<file path="config.mk">
export PLATFORM = sky130hd
export DESIGN_NAME = fifo_frame_reader
export DESIGN_NICKNAME = d
export VERILOG_FILES = /design/src/rtl/fifo_frame_reader.sv
export SDC_FILE = /design/constraint.sdc
export NUM_CORES = 1
export LEC_CHECK = 0
export BUFFER_PORTS_ARGS = -buffer_cell sky130_fd_sc_hd__buf_2
export CORE_MARGIN = 5
export CORE_UTILIZATION = 29
export DETAILED_ROUTE_END_ITERATION = 12
export PLACE_DENSITY = 0.49
export SYNTH_ARGS = -nofsm -noshare
export SYNTH_HDL_FRONTEND = slang
export SYNTH_SLANG_ARGS = --single-unit
</file>
<file path="constraint.sdc">
create_clock -name clk -period 3.53 [get_ports clk]
set_input_delay 0.1765 -clock clk [delete_from_list [all_inputs] [get_ports clk]]
set_output_delay 0.1765 -clock clk [all_outputs]
set_load 0.1 [all_outputs]
</file>
<file path="src/rtl/fifo_frame_reader.sv">
// fifo_frame_reader: drains length-prefixed frames from the async FIFO read port into a valid/ready byte stream.
// Optional inter-frame gap is compiled in with `define FRAME_READER_IFG_EN.
// A 2-entry skid buffer absorbs the FIFO's one-cycle read latency.
// The read-issue check credits this cycle's pop, so 1 byte/cycle is sustained with tx_ready high.
module fifo_frame_reader #(
    parameter int ADDR_WIDTH = 4,
    parameter int MAX_FRAME  = 1518,
    parameter int GAP_CYCLES = 12
) (
    input  logic                clk,
    input  logic                reset,
    input  logic [ADDR_WIDTH:0] fifo_occu,
    output logic                fifo_read_enable,
    input  logic [7:0]          fifo_read_data,
    output logic [7:0]          tx_data,
    output logic                tx_valid,
    output logic                tx_last,
    input  logic                tx_ready,
    output logic                len_error,
    output logic                busy
);
    typedef enum logic [2:0] {
        IDLE, LEN_HI, LEN_LO, PAYLOAD, DISCARD
`ifdef FRAME_READER_IFG_EN
        , GAP
`endif
    } state_t;

    if (GAP_CYCLES < 1 || MAX_FRAME < 1) begin : g_bad_cfg
        $error("fifo_frame_reader: GAP_CYCLES and MAX_FRAME must be at least 1");
    end

    state_t          state_q, state_d;
    logic [7:0]      len_hi_q, len_hi_d;
    logic [15:0]     rem_q, rem_d;
    logic            inflight_q, inflight_d;
    logic            last_fl_q, last_fl_d;
    logic [1:0]      cnt_q, cnt_d;
    logic [1:0][7:0] dat_q, dat_d;
    logic [1:0]      lst_q, lst_d;
    logic            len_error_q, len_error_d;
`ifdef FRAME_READER_IFG_EN
    localparam int GW = $clog2(GAP_CYCLES + 1);
    logic [GW-1:0]   gap_q, gap_d;
`endif

    logic [15:0] length;
    logic        len_bad, has_data, pop, push, space, rd, slot;

    assign length   = {len_hi_q, fifo_read_data};
    assign len_bad  = length == 16'd0 || length > 16'(MAX_FRAME);
    assign has_data = fifo_occu != '0;
    assign pop      = tx_valid && tx_ready;
    assign push     = inflight_q && state_q == PAYLOAD;
    assign space    = ({1'b0, cnt_q} + {2'b0, inflight_q} - {2'b0, pop}) < 3'd2;
    assign slot     = 1'(cnt_q - {1'b0, pop});

    assign fifo_read_enable = rd && !reset;
    assign tx_valid         = cnt_q != 2'd0;
    assign tx_data          = dat_q[0];
    assign tx_last          = tx_valid && lst_q[0];
    assign len_error        = len_error_q;
    assign busy             = state_q != IDLE;

    // State and datapath registers, cleared asynchronously
    always_ff @(posedge clk or posedge reset) begin
        if (reset) begin
            state_q     <= IDLE;
            len_hi_q    <= '0;
            rem_q       <= '0;
            inflight_q  <= 1'b0;
            last_fl_q   <= 1'b0;
            cnt_q       <= '0;
            dat_q       <= '0;
            lst_q       <= '0;
            len_error_q <= 1'b0;
`ifdef FRAME_READER_IFG_EN
            gap_q       <= '0;
`endif
        end else begin
            state_q     <= state_d;
            len_hi_q    <= len_hi_d;
            rem_q       <= rem_d;
            inflight_q  <= inflight_d;
            last_fl_q   <= last_fl_d;
            cnt_q       <= cnt_d;
            dat_q       <= dat_d;
            lst_q       <= lst_d;
            len_error_q <= len_error_d;
`ifdef FRAME_READER_IFG_EN
            gap_q       <= gap_d;
`endif
        end
    end

    // Next state, header capture and remaining-byte accounting
    always_comb begin
        state_d     = state_q;
        len_hi_d    = len_hi_q;
        rem_d       = rem_q;
        inflight_d  = rd;
        last_fl_d   = 1'b0;
        len_error_d = 1'b0;
`ifdef FRAME_READER_IFG_EN
        gap_d       = gap_q;
`endif
        case (state_q)
            IDLE: state_d = rd ? LEN_HI : IDLE;
            LEN_HI: begin
                len_hi_d = inflight_q ? fifo_read_data : len_hi_q;
                state_d  = rd ? LEN_LO : LEN_HI;
            end
            LEN_LO: begin
                len_error_d = len_bad;
                state_d     = length == 16'd0 ? IDLE : len_bad ? DISCARD : PAYLOAD;
                rem_d       = length - 16'(rd);
                last_fl_d   = rd && length == 16'd1;
            end
            PAYLOAD: begin
                rem_d     = rem_q - 16'(rd);
                last_fl_d = rd && rem_q == 16'd1;
`ifdef FRAME_READER_IFG_EN
                state_d   = pop && lst_q[0] ? GAP : PAYLOAD;
`else
                state_d   = pop && lst_q[0] ? IDLE : PAYLOAD;
`endif
            end
            DISCARD: begin
                rem_d   = rem_q - 16'(rd);
                state_d = rem_q == 16'd0 ? IDLE : DISCARD;
            end
`ifdef FRAME_READER_IFG_EN
            GAP: begin
                gap_d   = gap_q == GW'(GAP_CYCLES - 1) ? '0 : gap_q + 1'b1;
                state_d = gap_q == GW'(GAP_CYCLES - 1) ? IDLE : GAP;
            end
`endif
            default: state_d = IDLE;
        endcase
    end

    // Read strobe: only when data is available and the state still needs a byte
    always_comb begin
        rd = 1'b0;
        case (state_q)
            IDLE, LEN_HI: rd = has_data;
            LEN_LO:       rd = has_data && !len_bad;
            PAYLOAD:      rd = has_data && rem_q != 16'd0 && space;
            DISCARD:      rd = has_data && rem_q != 16'd0;
            default:      rd = 1'b0;
        endcase
    end

    // Skid buffer: head pops on handshake, arriving byte lands behind what remains
    always_comb begin
        dat_d = dat_q;
        lst_d = lst_q;
        cnt_d = cnt_q + {1'b0, push} - {1'b0, pop};
        if (pop) begin
            dat_d[0] = dat_q[1];
            lst_d[0] = lst_q[1];
        end
        if (push) begin
            dat_d[slot] = fifo_read_data;
            lst_d[slot] = last_fl_q;
        end
    end
endmodule

</file>
==> results_tabular.tex <==
\begin{tabular}{lr}
\hline
Metric & Value \\
\hline
\multicolumn{2}{l}{\textbf{Clock network}} \\
\quad Clock transition at the register clock pins on the worst setup and hold paths after CTS & about 0.07 ns \\
\quad Clock buffer count from CTS & 5 \\
\quad Clock sink count & 50 \\
\quad Clock tree root driver cell & sky130\_fd\_sc\_hd\_\_clkbuf\_16 \\
\quad CTS tree & done \\
\quad CTS H-tree lvls & 2 \\
\quad Buffer depth of the longest clock path & 2 \\
\quad Insertion delay of the later-clocked pin in the worst-skew pair & 0.29 ns \\
\multicolumn{2}{l}{\textbf{Synth}} \\
\quad Number of register bits inferred by synthesis & 50 \\
\quad Xor/xnor cell area share of the yosys netlist & between 3 and 4\% \\
\quad Synth area leader & sky130\_fd\_sc\_hd\_\_dfrtp\_1 \\
\quad Post-synth net total & 374 \\
\quad Area share of the leading cell type in the synthesized netlist & a little under two fifths \\
\quad Main area contributors after synthesis & sky130\_fd\_sc\_hd\_\_dfrtp\_1, sky130\_fd\_sc\_hd\_\_mux2\_2, sky130\_fd\_sc\_hd\_\_a21oi\_1, sky130\_fd\_sc\_hd\_\_nor2\_1, sky130\_fd\_sc\_hd\_\_mux2i\_1 \\
\quad Proportion of synthesized area in mux cells & 10.1\% \\
\quad Predominant post-synthesis flop cell & sky130\_fd\_sc\_hd\_\_dfrtp\_1 \\
\quad Leading cell types by count after synthesis & sky130\_fd\_sc\_hd\_\_dfrtp\_1, sky130\_fd\_sc\_hd\_\_nor2\_1, sky130\_fd\_sc\_hd\_\_a21oi\_1 \\
\quad Avg Synthesized Cell Area & 9.35 um2 \\
\quad Syn. warnings & 0 \\
\quad Portion of the post-synthesis area used by sequential elements & about 38\% \\
\quad Number of flops mapped to enable cells by yosys & 0 \\
\quad Post-Syn Area & 3310 um2 \\
\quad Adder-cell area share of the yosys netlist & between 2 and 2.5\% \\
\quad Main combinational cell family by area after synthesis & simple AND/OR/NAND/NOR gates \\
\quad Number of distinct standard cells referenced by the synthesized netlist & 62 \\
\quad Post-synthesis compound-gate area fraction & a little under a fifth \\
\quad Simple-gate share of the synthesized area & 19.9\% \\
\quad Post-Synthesis Cells & approximately 350 \\
\quad Ys async rst share & 100\% \\
\quad Most numerous cell in the Yosys netlist & sky130\_fd\_sc\_hd\_\_dfrtp\_1 \\
\multicolumn{2}{l}{\textbf{Floorplanning}} \\
\quad Horizontal die dimension & about 120 um \\
\quad Floorplan die area & around 14,000 um2 \\
\quad Number of placement rows & 39 \\
\quad Die height & 117 um \\
\quad Number of placed I/O pins & 29 \\
\quad Placeable core region & 11,300 um2 \\
\quad Starting Density & 29.2\% \\
\multicolumn{2}{l}{\textbf{Placed design}} \\
\quad Placed insts & 530 \\
\quad Global placement routability congestion & 0.792 \\
\quad Sum of net half-perimeters after detailed placement & 6.58 mm \\
\quad Number of buffer cells added on primary ports & 28 \\
\quad Post-placement setup slack & -0.161 ns \\
\multicolumn{2}{l}{\textbf{Power}} \\
\quad Static Leakage & 1.74 nW \\
\quad Overall Power & 0.00432 W \\
\quad Pwr per Cell Area & 1080 nW/um2 \\
\quad Worst vdd ir & roughly 0.43 mV \\
\multicolumn{2}{l}{\textbf{Timing}} \\
\quad Setup-violating endpoint count in the final report & 0 \\
\quad Number of endpoints with negative hold slack in the final report & 0 \\
\quad Setup repair after global routing missed its margin & true \\
\quad Minimum setup slack in the final design & 0.0592 ns \\
\quad Final-report max-slew violation count & 0 \\
\quad Transition time of the tightest slew-check pin & $\sim$0.89 ns \\
\quad Max transition margin & 40.8\% \\
\quad Part of the cycle the worst path needs & 98.3\% \\
\quad Crit path time final & 3.47 ns \\
\quad Maximum operating frequency & 288 MHz \\
\quad Worst Skew & 0.00828 ns \\
\multicolumn{2}{l}{\textbf{Drt}} \\
\quad Via/cell ratio & $\sim$5.1 \\
\quad Final routed wire length divided by cell count & 16.5 um \\
\quad Antenna viol nets, final & 0 \\
\quad Total Routed Length & 8.95 mm \\
\quad Number of DRC violations after detailed routing & 0 \\
\quad Drt initial violations & 186 \\
\quad Total iterations of the first detailed-routing run & 4 \\
\quad Count of vias placed by the detailed router & approximately 2.8k \\
\multicolumn{2}{l}{\textbf{Cells and area}} \\
\quad Non-Filler Instances & 543 \\
\quad Number of diodes & 0 \\
\quad Layout cells sized above 1 & 32.5\% \\
\quad Area added between synthesis and finish & 21.5\% \\
\quad Net count reported at finish & 419 \\
\multicolumn{2}{l}{\textbf{Critical path}} \\
\quad R2R cell count & 19 \\
\quad Maximum fanout encountered on the critical timing path & 3 \\
\quad Crit Reg-Reg Startpoint & cnt\_q[1]\$\_DFF\_PP0\_ \\
\quad Kind of launch point of the worst setup path & flop \\
\quad Crit. End Element & flop \\
\quad Data arrival time of the critical path & 3.67 ns \\
\quad Flop2flop setup slack & 0.06 ns \\
\quad Endpoint of the worst-slack reg-to-reg timing path & rem\_q[14]\$\_DFFE\_PP0P\_ \\
\quad Worst path required time & 3.73 ns \\
\quad Setup CP Type & flop to flop \\
\multicolumn{2}{l}{\textbf{Global routing}} \\
\quad Vias in the first global route & roughly 2.7k \\
\quad Maximum number of pins on one net before global-route repair & 33 \\
\quad Antenna violations before repair & 0 \\
\quad Global router's overall resource usage & 13.3\% \\
\quad Global-route wire length before repair & 14.1 mm \\
\quad Grt total ovfl & 0 \\
\multicolumn{2}{l}{\textbf{Min path}} \\
\quad Hold path depth & 3 \\
\quad Hold Path Sink & tx\_data[6]\$\_DFF\_PP0\_ \\
\quad Worst min path class & input port to flop \\
\quad Worst Min Path Start & fifo\_read\_data[6] \\
\multicolumn{2}{l}{\textbf{Flow run}} \\
\quad Max-cap violations & 0 \\
\multicolumn{2}{l}{\textbf{Outcome}} \\
\quad Status & completed \\
\hline
\end{tabular}
==> sequential cells by signal, indices dropped and copies added, names as in the netlist <==
register    flops
cnt_q           2
dat_q           8
inflight_q      1
last_fl_q       1
len_error       1
len_hi_q        8
lst_q           2
rem_q          16
state_q         3
tx_data         8
==> critical path: stages, from the launching register on <==
cell and delay (ns):
sky130_fd_sc_hd__dfrtp_1 0.36, sky130_fd_sc_hd__nand2_1 0.08, sky130_fd_sc_hd__nor2_2 0.14, sky130_fd_sc_hd__a21oi_2 0.05, sky130_fd_sc_hd__nand2b_4 0.13, sky130_fd_sc_hd__fa_2 0.33, sky130_fd_sc_hd__xor2_1 0.14, sky130_fd_sc_hd__nor3_1 0.14
sky130_fd_sc_hd__a21boi_1 0.09, sky130_fd_sc_hd__o21ai_1 0.12, sky130_fd_sc_hd__o211ai_1 0.13, sky130_fd_sc_hd__inv_1 0.15, sky130_fd_sc_hd__ha_4 0.18, sky130_fd_sc_hd__ha_4 0.15, sky130_fd_sc_hd__o221ai_4 0.11, sky130_fd_sc_hd__nor4_4 0.23
sky130_fd_sc_hd__o211ai_1 0.22, sky130_fd_sc_hd__xnor2_1 0.26, sky130_fd_sc_hd__o221ai_2 0.14, sky130_fd_sc_hd__a221oi_2 0.22
==> worst max-delay path by stage <==
stage,startpoint,endpoint,slack [ns],depth (start not counted)
after floorplan,cnt_q[1]$_DFF_PP0_,rem_q[15]$_DFFE_PP0P_,-0.02,16
after global placement,len_hi_q[7]$_DFFE_PP0P_,rem_q[15]$_DFFE_PP0P_,0.04,11
after detailed placement,len_hi_q[7]$_DFFE_PP0P_,rem_q[14]$_DFFE_PP0P_,-0.16,13
after CTS,cnt_q[0]$_DFF_PP0_,rem_q[14]$_DFFE_PP0P_,-0.02,18
after global routing,cnt_q[1]$_DFF_PP0_,rem_q[14]$_DFFE_PP0P_,-0.19,19
final,cnt_q[1]$_DFF_PP0_,rem_q[14]$_DFFE_PP0P_,0.06,19
==> layer usage <==
metal  track usage (%)  up-vias  part of all wire, %
li1                  -     1368                    -
met1              18.2     1367                   46
met2              22.1       41                   49
met3              1.90        7                  3.1
met4              3.90        0                  1.3
met5                 0        -                    0
==> area by class of cell <==
type | instances | area [um2]
clock inverter | 2 | 38.8
multi-input combinational | 267 | 1960
tap | 143 | 179
inverter | 11 | 41.3
sequential | 50 | 1250
fill | 1151 | 7300
clock buffer | 6 | 139
timing repair buffer | 64 | 413
==> kinds of logic after synthesis <==
| family | Yosys count |
|---|---|
| simple gates | 130 |
| buf+inv | 37 |
| xor+xnor | 14 |
| fa+ha+maj | 6 |
| mux | 31 |
| flops | 50 |
| compound gates | 86 |
==> power by group <==
group	switching, W	internal, W	total (W)	leakage [nW]
Clock	0.000226	0.000357	0.000583	0.0875
Combinational	0.00163	0.000973	0.00261	1.05
Sequential	0.000285	0.000851	0.00114	0.603
==> cells in the final DEF (no fill, tap or decap), types with 4 or more instances in the layout <==
cell                        count
sky130_fd_sc_hd__dfrtp_1       50
sky130_fd_sc_hd__nor2_1        40
sky130_fd_sc_hd__buf_4         35
sky130_fd_sc_hd__a21oi_1       29
sky130_fd_sc_hd__buf_2         28
sky130_fd_sc_hd__nand2_1       25
sky130_fd_sc_hd__mux2_2        17
sky130_fd_sc_hd__mux2i_1       13
sky130_fd_sc_hd__nor3_1        11
sky130_fd_sc_hd__inv_1         10
sky130_fd_sc_hd__and3_1         8
sky130_fd_sc_hd__and2_1         8
sky130_fd_sc_hd__nor4_1         7
sky130_fd_sc_hd__xnor2_1        7
sky130_fd_sc_hd__xor2_1         6
sky130_fd_sc_hd__o21ai_0        5
sky130_fd_sc_hd__clkbuf_16      5
sky130_fd_sc_hd__nand3_1        4
sky130_fd_sc_hd__a21oi_2        4
sky130_fd_sc_hd__nand4_1        4
sky130_fd_sc_hd__a221oi_2       4
sky130_fd_sc_hd__a22o_1         4
==> timing repair <==
action | CTS | global route
setup endpoints to repair | 6 | 8
setup buffers | 2 | 3
hold endpoints to repair | 18 | 0
pin swaps | 11 | 22
hold buffers | 1 | 0
resized for setup | 10 | 12
==> through the flow <==
step	util [%]	setup TNS, ns	cell area [um2]	hold WS [ns]
after detailed placement	32.6	-0.467	3690	0.204
final	35.5	0	4020	0.215
after floorplan	-	-0.0310	3350	0.293
after global routing	35.5	-0.379	4020	0.223
after CTS	34.8	-0.0457	3940	0.210
after global placement	32.6	0	3690	0.210
Note: power is estimated with default switching activity, not from simulation.
